## src/rtl/ft245_responder.sv

```systemverilog
// Device-side model of an FT245-style asynchronous byte FIFO: serves controller reads from an
// RX buffer fed by a host stream, and captures controller writes into a TX buffer drained by the host.
module ft245_responder #(
    parameter int DEPTH_LOG2  = 4,
    parameter int RD_DELAY    = 2,
    parameter int TXE_HOLDOFF = 2
) (
    input  logic       clk_i,
    input  logic       reset_i,
    input  logic [7:0] fifo_d_i,
    output logic [7:0] fifo_d_o,
    output logic       fifo_d_oe_o,
    output logic       fifo_nRXF_o,
    output logic       fifo_nTXE_o,
    input  logic       fifo_nRD_i,
    input  logic       fifo_nWD_i,
    input  logic [7:0] host_tx_data_i,
    input  logic       host_tx_valid_i,
    output logic       host_tx_ready_o,
    output logic [7:0] host_rx_data_o,
    output logic       host_rx_valid_o,
    input  logic       host_rx_ready_i,
    output logic       err_o
);
    localparam int DEPTH = 1 << DEPTH_LOG2;
    localparam int RDW   = (RD_DELAY > 1) ? $clog2(RD_DELAY) : 1;
    localparam int HOW   = $clog2(TXE_HOLDOFF + 1);
    localparam logic [DEPTH_LOG2:0] FULL_COUNT = (DEPTH_LOG2 + 1)'(DEPTH);
    localparam logic [RDW-1:0]      RD_LOAD    = RDW'(RD_DELAY - 1);
    localparam logic [HOW-1:0]      HOLD_LOAD  = HOW'(TXE_HOLDOFF);

    typedef enum logic [1:0] {
        R_IDLE,
        R_WAIT,
        R_DRIVE,
        R_RECOVER
    } rd_state_t;

    rd_state_t rd_state, rd_state_next;
    logic [RDW-1:0] rd_cnt, rd_cnt_next;
    logic [HOW-1:0] holdoff, holdoff_next;
    logic nrd_q, nwd_q;
    logic nrd_fall, nrd_rise, nwd_fall;
    logic rd_err, wr_err;

    logic [7:0]            rx_mem [DEPTH];
    logic [DEPTH_LOG2-1:0] rx_wr_ptr, rx_rd_ptr;
    logic [DEPTH_LOG2:0]   rx_count, rx_count_next;
    logic                  rx_push, rx_pop, rx_empty;

    logic [7:0]            tx_mem [DEPTH];
    logic [DEPTH_LOG2-1:0] tx_wr_ptr, tx_rd_ptr, tx_rd_ptr_next;
    logic [DEPTH_LOG2:0]   tx_count, tx_count_next, tx_count_after_pop;
    logic                  tx_push, tx_pop, tx_full;

    assign nrd_fall = nrd_q & ~fifo_nRD_i;
    assign nrd_rise = ~nrd_q & fifo_nRD_i;
    assign nwd_fall = nwd_q & ~fifo_nWD_i;

    assign rx_empty = (rx_count == '0);
    assign rx_push  = host_tx_valid_i & host_tx_ready_o;
    assign rx_pop   = (rd_state == R_DRIVE) & nrd_rise;

    assign tx_full  = (tx_count == FULL_COUNT);
    assign tx_push  = nwd_fall & ~fifo_nTXE_o & ~tx_full;
    assign tx_pop   = host_rx_valid_o & host_rx_ready_i;
    assign wr_err   = nwd_fall & ~tx_push;

    assign tx_rd_ptr_next     = tx_pop ? tx_rd_ptr + 1'b1 : tx_rd_ptr;
    assign tx_count_after_pop = tx_pop ? tx_count - 1'b1 : tx_count;

    always_comb begin
        rx_count_next = rx_count;
        if (rx_push & ~rx_pop)
            rx_count_next = rx_count + 1'b1;
        else if (rx_pop & ~rx_push)
            rx_count_next = rx_count - 1'b1;
    end

    always_comb begin
        tx_count_next = tx_count;
        if (tx_push & ~tx_pop)
            tx_count_next = tx_count + 1'b1;
        else if (tx_pop & ~tx_push)
            tx_count_next = tx_count - 1'b1;
    end

    always_ff @(posedge clk_i) begin
        if (reset_i) begin
            rx_wr_ptr <= '0;
            rx_rd_ptr <= '0;
            rx_count  <= '0;
            tx_wr_ptr <= '0;
            tx_rd_ptr <= '0;
            tx_count  <= '0;
        end else begin
            if (rx_push)
                rx_wr_ptr <= rx_wr_ptr + 1'b1;
            if (rx_pop)
                rx_rd_ptr <= rx_rd_ptr + 1'b1;
            rx_count <= rx_count_next;
            if (tx_push)
                tx_wr_ptr <= tx_wr_ptr + 1'b1;
            tx_rd_ptr <= tx_rd_ptr_next;
            tx_count  <= tx_count_next;
        end
    end

    // Storage needs no reset; emptiness is carried entirely by the pointers and counts.
    always_ff @(posedge clk_i) begin
        if (rx_push)
            rx_mem[rx_wr_ptr] <= host_tx_data_i;
        if (tx_push)
            tx_mem[tx_wr_ptr] <= fifo_d_i;
    end

    always_comb begin
        rd_state_next = rd_state;
        rd_cnt_next   = rd_cnt;
        rd_err        = 1'b0;
        case (rd_state)
            R_IDLE: begin
                if (nrd_fall) begin
                    if (!fifo_nRXF_o) begin
                        rd_state_next = R_WAIT;
                        rd_cnt_next   = RD_LOAD;
                    end else begin
                        rd_err = 1'b1;
                    end
                end
            end
            R_WAIT: begin
                if (nrd_rise) begin
                    rd_err        = 1'b1;
                    rd_state_next = R_RECOVER;
                end else if (rd_cnt == '0) begin
                    rd_state_next = R_DRIVE;
                end else begin
                    rd_cnt_next = rd_cnt - 1'b1;
                end
            end
            R_DRIVE: begin
                if (nrd_rise)
                    rd_state_next = R_RECOVER;
            end
            R_RECOVER: rd_state_next = R_IDLE;
            default:   rd_state_next = R_IDLE;
        endcase
    end

    always_comb begin
        holdoff_next = holdoff;
        if (tx_push)
            holdoff_next = HOLD_LOAD;
        else if (holdoff != '0)
            holdoff_next = holdoff - 1'b1;
    end

    always_ff @(posedge clk_i) begin
        if (reset_i) begin
            rd_state <= R_IDLE;
            rd_cnt   <= '0;
            holdoff  <= '0;
            nrd_q    <= 1'b1;
            nwd_q    <= 1'b1;
        end else begin
            rd_state <= rd_state_next;
            rd_cnt   <= rd_cnt_next;
            holdoff  <= holdoff_next;
            nrd_q    <= fifo_nRD_i;
            nwd_q    <= fifo_nWD_i;
        end
    end

    // nRXF stays high through the recover cycle and the one after it, so the controller
    // sees fresh RX-empty status only once the popped byte has settled.
    always_ff @(posedge clk_i) begin
        if (reset_i) begin
            fifo_d_o        <= 8'h00;
            fifo_d_oe_o     <= 1'b0;
            fifo_nRXF_o     <= 1'b1;
            fifo_nTXE_o     <= 1'b1;
            host_tx_ready_o <= 1'b0;
            host_rx_data_o  <= 8'h00;
            host_rx_valid_o <= 1'b0;
            err_o           <= 1'b0;
        end else begin
            fifo_d_oe_o     <= (rd_state_next == R_DRIVE);
            fifo_d_o        <= (rd_state_next == R_DRIVE) ? rx_mem[rx_rd_ptr] : 8'h00;
            fifo_nRXF_o     <= (rd_state != R_IDLE) | (rd_state_next != R_IDLE) | rx_empty;
            fifo_nTXE_o     <= tx_full | (holdoff != '0) | ~fifo_nWD_i;
            host_tx_ready_o <= (rx_count_next != FULL_COUNT);
            host_rx_valid_o <= (tx_count_after_pop != '0);
            host_rx_data_o  <= tx_mem[tx_rd_ptr_next];
            err_o           <= err_o | rd_err | wr_err;
        end
    end

endmodule

```

## config.mk

```make
export PLATFORM = sky130hd
export DESIGN_NAME = ft245_responder
export DESIGN_NICKNAME = d
export VERILOG_FILES = /design/src/rtl/ft245_responder.sv
export SDC_FILE = /design/constraint.sdc
export NUM_CORES = 1
export LEC_CHECK = 0
export CAP_MARGIN = 20
export CORE_MARGIN = 5
export CORE_UTILIZATION = 57
export CTS_BUF_LIST = sky130_fd_sc_hd__clkbuf_4
export CTS_CLUSTER_SIZE = 40
export DETAILED_ROUTE_END_ITERATION = 12
export GPL_ROUTABILITY_DRIVEN = 0
export HOLD_SLACK_MARGIN = 0.06
export MAX_ROUTING_LAYER = met4
export PLACE_DENSITY = 0.78
export SYNTH_ARGS = -nofsm -noshare
export SYNTH_HDL_FRONTEND = slang
export SYNTH_SLANG_ARGS = --single-unit
```

## constraint.sdc

```tcl
create_clock -name clk_i -period 2.53 [get_ports clk_i]
set_clock_uncertainty 0.15 [all_clocks]
set_input_delay 0.506 -clock clk_i [delete_from_list [all_inputs] [get_ports clk_i]]
set_output_delay 0.506 -clock clk_i [all_outputs]
set_load 0.02 [all_outputs]
```

==> impl_metrics.env <==
export IMPL_synth_top_family_by_area="multiplexers"
export IMPL_use_met2_pct=36.1
export IMPL_die_h_microns=159
export IMPL_grtUsageMet1_pct=26.3
export IMPL_timing_fmax_mhz=415
export IMPL_start_kind="register"
export IMPL_min_period_over_period_pct=95.3
export IMPL_p_leak_nw=5.03
export IMPL_tightest_slew_ns=0.693
export IMPL_portBuffers=43
export IMPL_cp_cell_sequence="clkdlybuf4s50_1"
export IMPL_gr_max_usage_layer="met2"
export IMPL_synth_xor_area_share_pct=1.24
export IMPL_syn_area_sq_um=12700
export IMPL_yosysTopAreaCellShare_pct=60.5
export IMPL_dp_slack_ns=-0.263
export IMPL_placed_area_sq_um=13900
export IMPL_grt_max_degree=35
export IMPL_path_class="reg2out"
export IMPL_synthAdderAreaFrac_pct=1.48
export IMPL_first_pass_iters=5
export IMPL_period_needed_ns=2.41
export IMPL_timing_final_hold_violations=0
export IMPL_area_growth_pct=17.8
export IMPL_status="finished, final reports clean"
export IMPL_cts_hold_buf=0
export IMPL_die_area_sq_um=25400
export IMPL_post_drt_via_cell_ratio=5.89
export IMPL_cp_num_buf_inv=1
export IMPL_met3_usage_pct=4.19
export IMPL_slew_viol_final=0
export IMPL_worst_slack_ns=0.118
export IMPL_ant_nets=0
export IMPL_start_util_pct=58.0
export IMPL_post_place_cells=1137
export IMPL_critPathMaxFanout=11
export IMPL_cp_end_kind="output port"
export IMPL_clock_latency_ns=0.68
export IMPL_power_mw=11.6
export IMPL_whs_ns=0.297
export IMPL_drt_iter0_drc=588
export IMPL_rows=54
export IMPL_cts_buffers=76
export IMPL_antenna_found_initial=1
export IMPL_ys_seq_area_share_pct=69.2
export IMPL_synth_edf_count=256
export IMPL_die_x_microns=159
export IMPL_synth_async_sr_flop_share_pct=0
export IMPL_track_usage_pct=21.4
export IMPL_drive_above_1_share_pct=30.2
export IMPL_ir_drop_v=0.000473
export IMPL_rsz0062_at_grt="no"
export IMPL_design_area_sq_um=15000
export IMPL_layout_nets=972
export IMPL_num_io_pins=44
export IMPL_overflow=0
export IMPL_yosys_register_bits=311
export IMPL_crit_arrival_ns=1.76
export IMPL_max_cap_violations=0
export IMPL_path_delay_family="buffers and inverters"
export IMPL_ys_flop_type="edfxtp_1"
export IMPL_wl_per_cell_microns=20.7
export IMPL_power_density_nw_per_um2=778
export IMPL_wl_microns=26500
export IMPL_synth_area_top_cells="edfxtp_1 (61%), dfxtp_1 (8.7%), mux4_2 (8.2%)"
export IMPL_critical_path_max_stage_delay_ns=0.65
export IMPL_htree_levels=3
export IMPL_clock_path_buffers=3
export IMPL_yosysUniqueCellTypes=68
export IMPL_drc=0
export IMPL_muxShareOfSynthArea_pct=11.4
export IMPL_clk_pin_slew_ns=0.06
export IMPL_cts_sinks=311
export IMPL_core_area_sq_um=21900
export IMPL_grt_pass1_vias=7933
export IMPL_fin_util_pct=68.3
export IMPL_cts_tree="built"
export IMPL_hp_class="reg2reg"
export IMPL_synth_area_per_cell_sq_um=16.4
export IMPL_vias=7535
export IMPL_max_slew_margin_pct=53.7
export IMPL_synth_compound_area_share_pct=6.83
export IMPL_dp_hpwl_microns=17400
export IMPL_yosysMostFrequentCell="edfxtp_1"
export IMPL_grt_first_pass_wirelength_microns=42100
export IMPL_critical_path_required_ns=1.87
export IMPL_layout_cells_non_filler=1279
export IMPL_yosysWarnings=0
export IMPL_tns_ns=0
export IMPL_synth_fp_nets=811
export IMPL_synthSimpleGateAreaFrac_pct=7.23
export IMPL_setup_violations_final=0
export IMPL_clockRootBuffer="clkbuf_4"
export IMPL_synthCells=774
export IMPL_yosys_top_cells_count="edfxtp_1 (256), dfxtp_1 (55), nor2_1 (50), mux4_2 (46), mux2i_1 (25)"
export IMPL_cp_slowest_cell="clkdlybuf4s50_1"
export IMPL_yosysTopAreaCell="edfxtp_1"
kinds of logic after synthesis:
logic type	Yosys count
flops	311
simple gates	166
compound gates	122
mux	85
buf+inv	57
xor+xnor	18
fa+ha+maj	15
where the power goes:
part | internal, mW | switching [mW] | leakage [nW]
clock network | 2.35 | 1.94 | 0.612
logic | 0.710 | 0.782 | 1.67
registers | 5.71 | 0.156 | 2.76
cells in the final DEF, fill, tap and decap left out, types with 15 or more instances in the layout:
cell type | netlist | routed
edfxtp_1 | 256 | 256
clkbuf_4 | 0 | 111
buf_4 | 6 | 80
dfxtp_1 | 55 | 52
nor2_1 | 50 | 50
mux4_2 | 46 | 46
clkdlybuf4s50_1 | 0 | 43
mux2i_1 | 25 | 25
nand2_1 | 23 | 23
nand3_1 | 23 | 23
o21ai_0 | 20 | 20
clkinv_1 | 0 | 17
a211oi_1 | 16 | 16
ha_1 | 15 | 15
sequential cells by signal (all words and copies together) (netlist names):
signal           flops
host_rx_valid_o      1
rx_mem             128
rx_rd_ptr            4
holdoff              2
rd_state             2
rx_count             5
nwd_q                1
fifo_nTXE_o          1
fifo_d_o             8
fifo_d_oe_o          1
host_tx_ready_o      1
tx_wr_ptr            4
host_rx_data_o       8
tx_mem             128
rx_wr_ptr            4
err_o                1
tx_count             5
rd_cnt               1
nrd_q                1
fifo_nRXF_o          1
tx_rd_ptr            4
cell type report:
| class | instances | area [sq um] |
|---|---|---|
| sequential | 311 | 8790 |
| fill | 1444 | 6940 |
| multi-input combinational | 406 | 3610 |
| timing repair buffer | 127 | 1110 |
| clock buffer | 111 | 833 |
| tap | 280 | 350 |
| clock inverter | 29 | 209 |
| inverter | 13 | 48.8 |
| antenna | 2 | 5.00 |
path summary, 6_finish.rpt:
| check | slack (ns) | cells past startpoint | to | from |
|---|---|---|---|---|
| worst max-delay path | 0.12 | 1 | host_rx_valid_o | host_rx_valid_o$_SDFF_PP0_ |
| worst min-delay path | 0.30 | 1 | holdoff[0]$_SDFFE_PP0P_ | holdoff[0]$_SDFFE_PP0P_ |
| worst max register to register | 0.21 | 7 | tx_mem[0][7]$_DFFE_PP_ | tx_count[1]$_SDFFE_PP0P_ |
| worst min register to register | 0.30 | 1 | holdoff[0]$_SDFFE_PP0P_ | holdoff[0]$_SDFFE_PP0P_ |
repair_timing:
| action | in CTS | in global routing |
|---|---|---|
| endpoints found under the setup margin | 1 | 1 |
| setup buffers | 0 | 0 |
| gates resized for setup | 1 | 1 |
routing by layer:
layer / part of all wire [%] / routed length [microns]
met1: 40 / 10600
met2: 52 / 13900
met3: 5.9 / 1570
met4: 1.8 / 488
met5: 0 / 0
No activity file was read; power rests on OpenSTA's default activity.
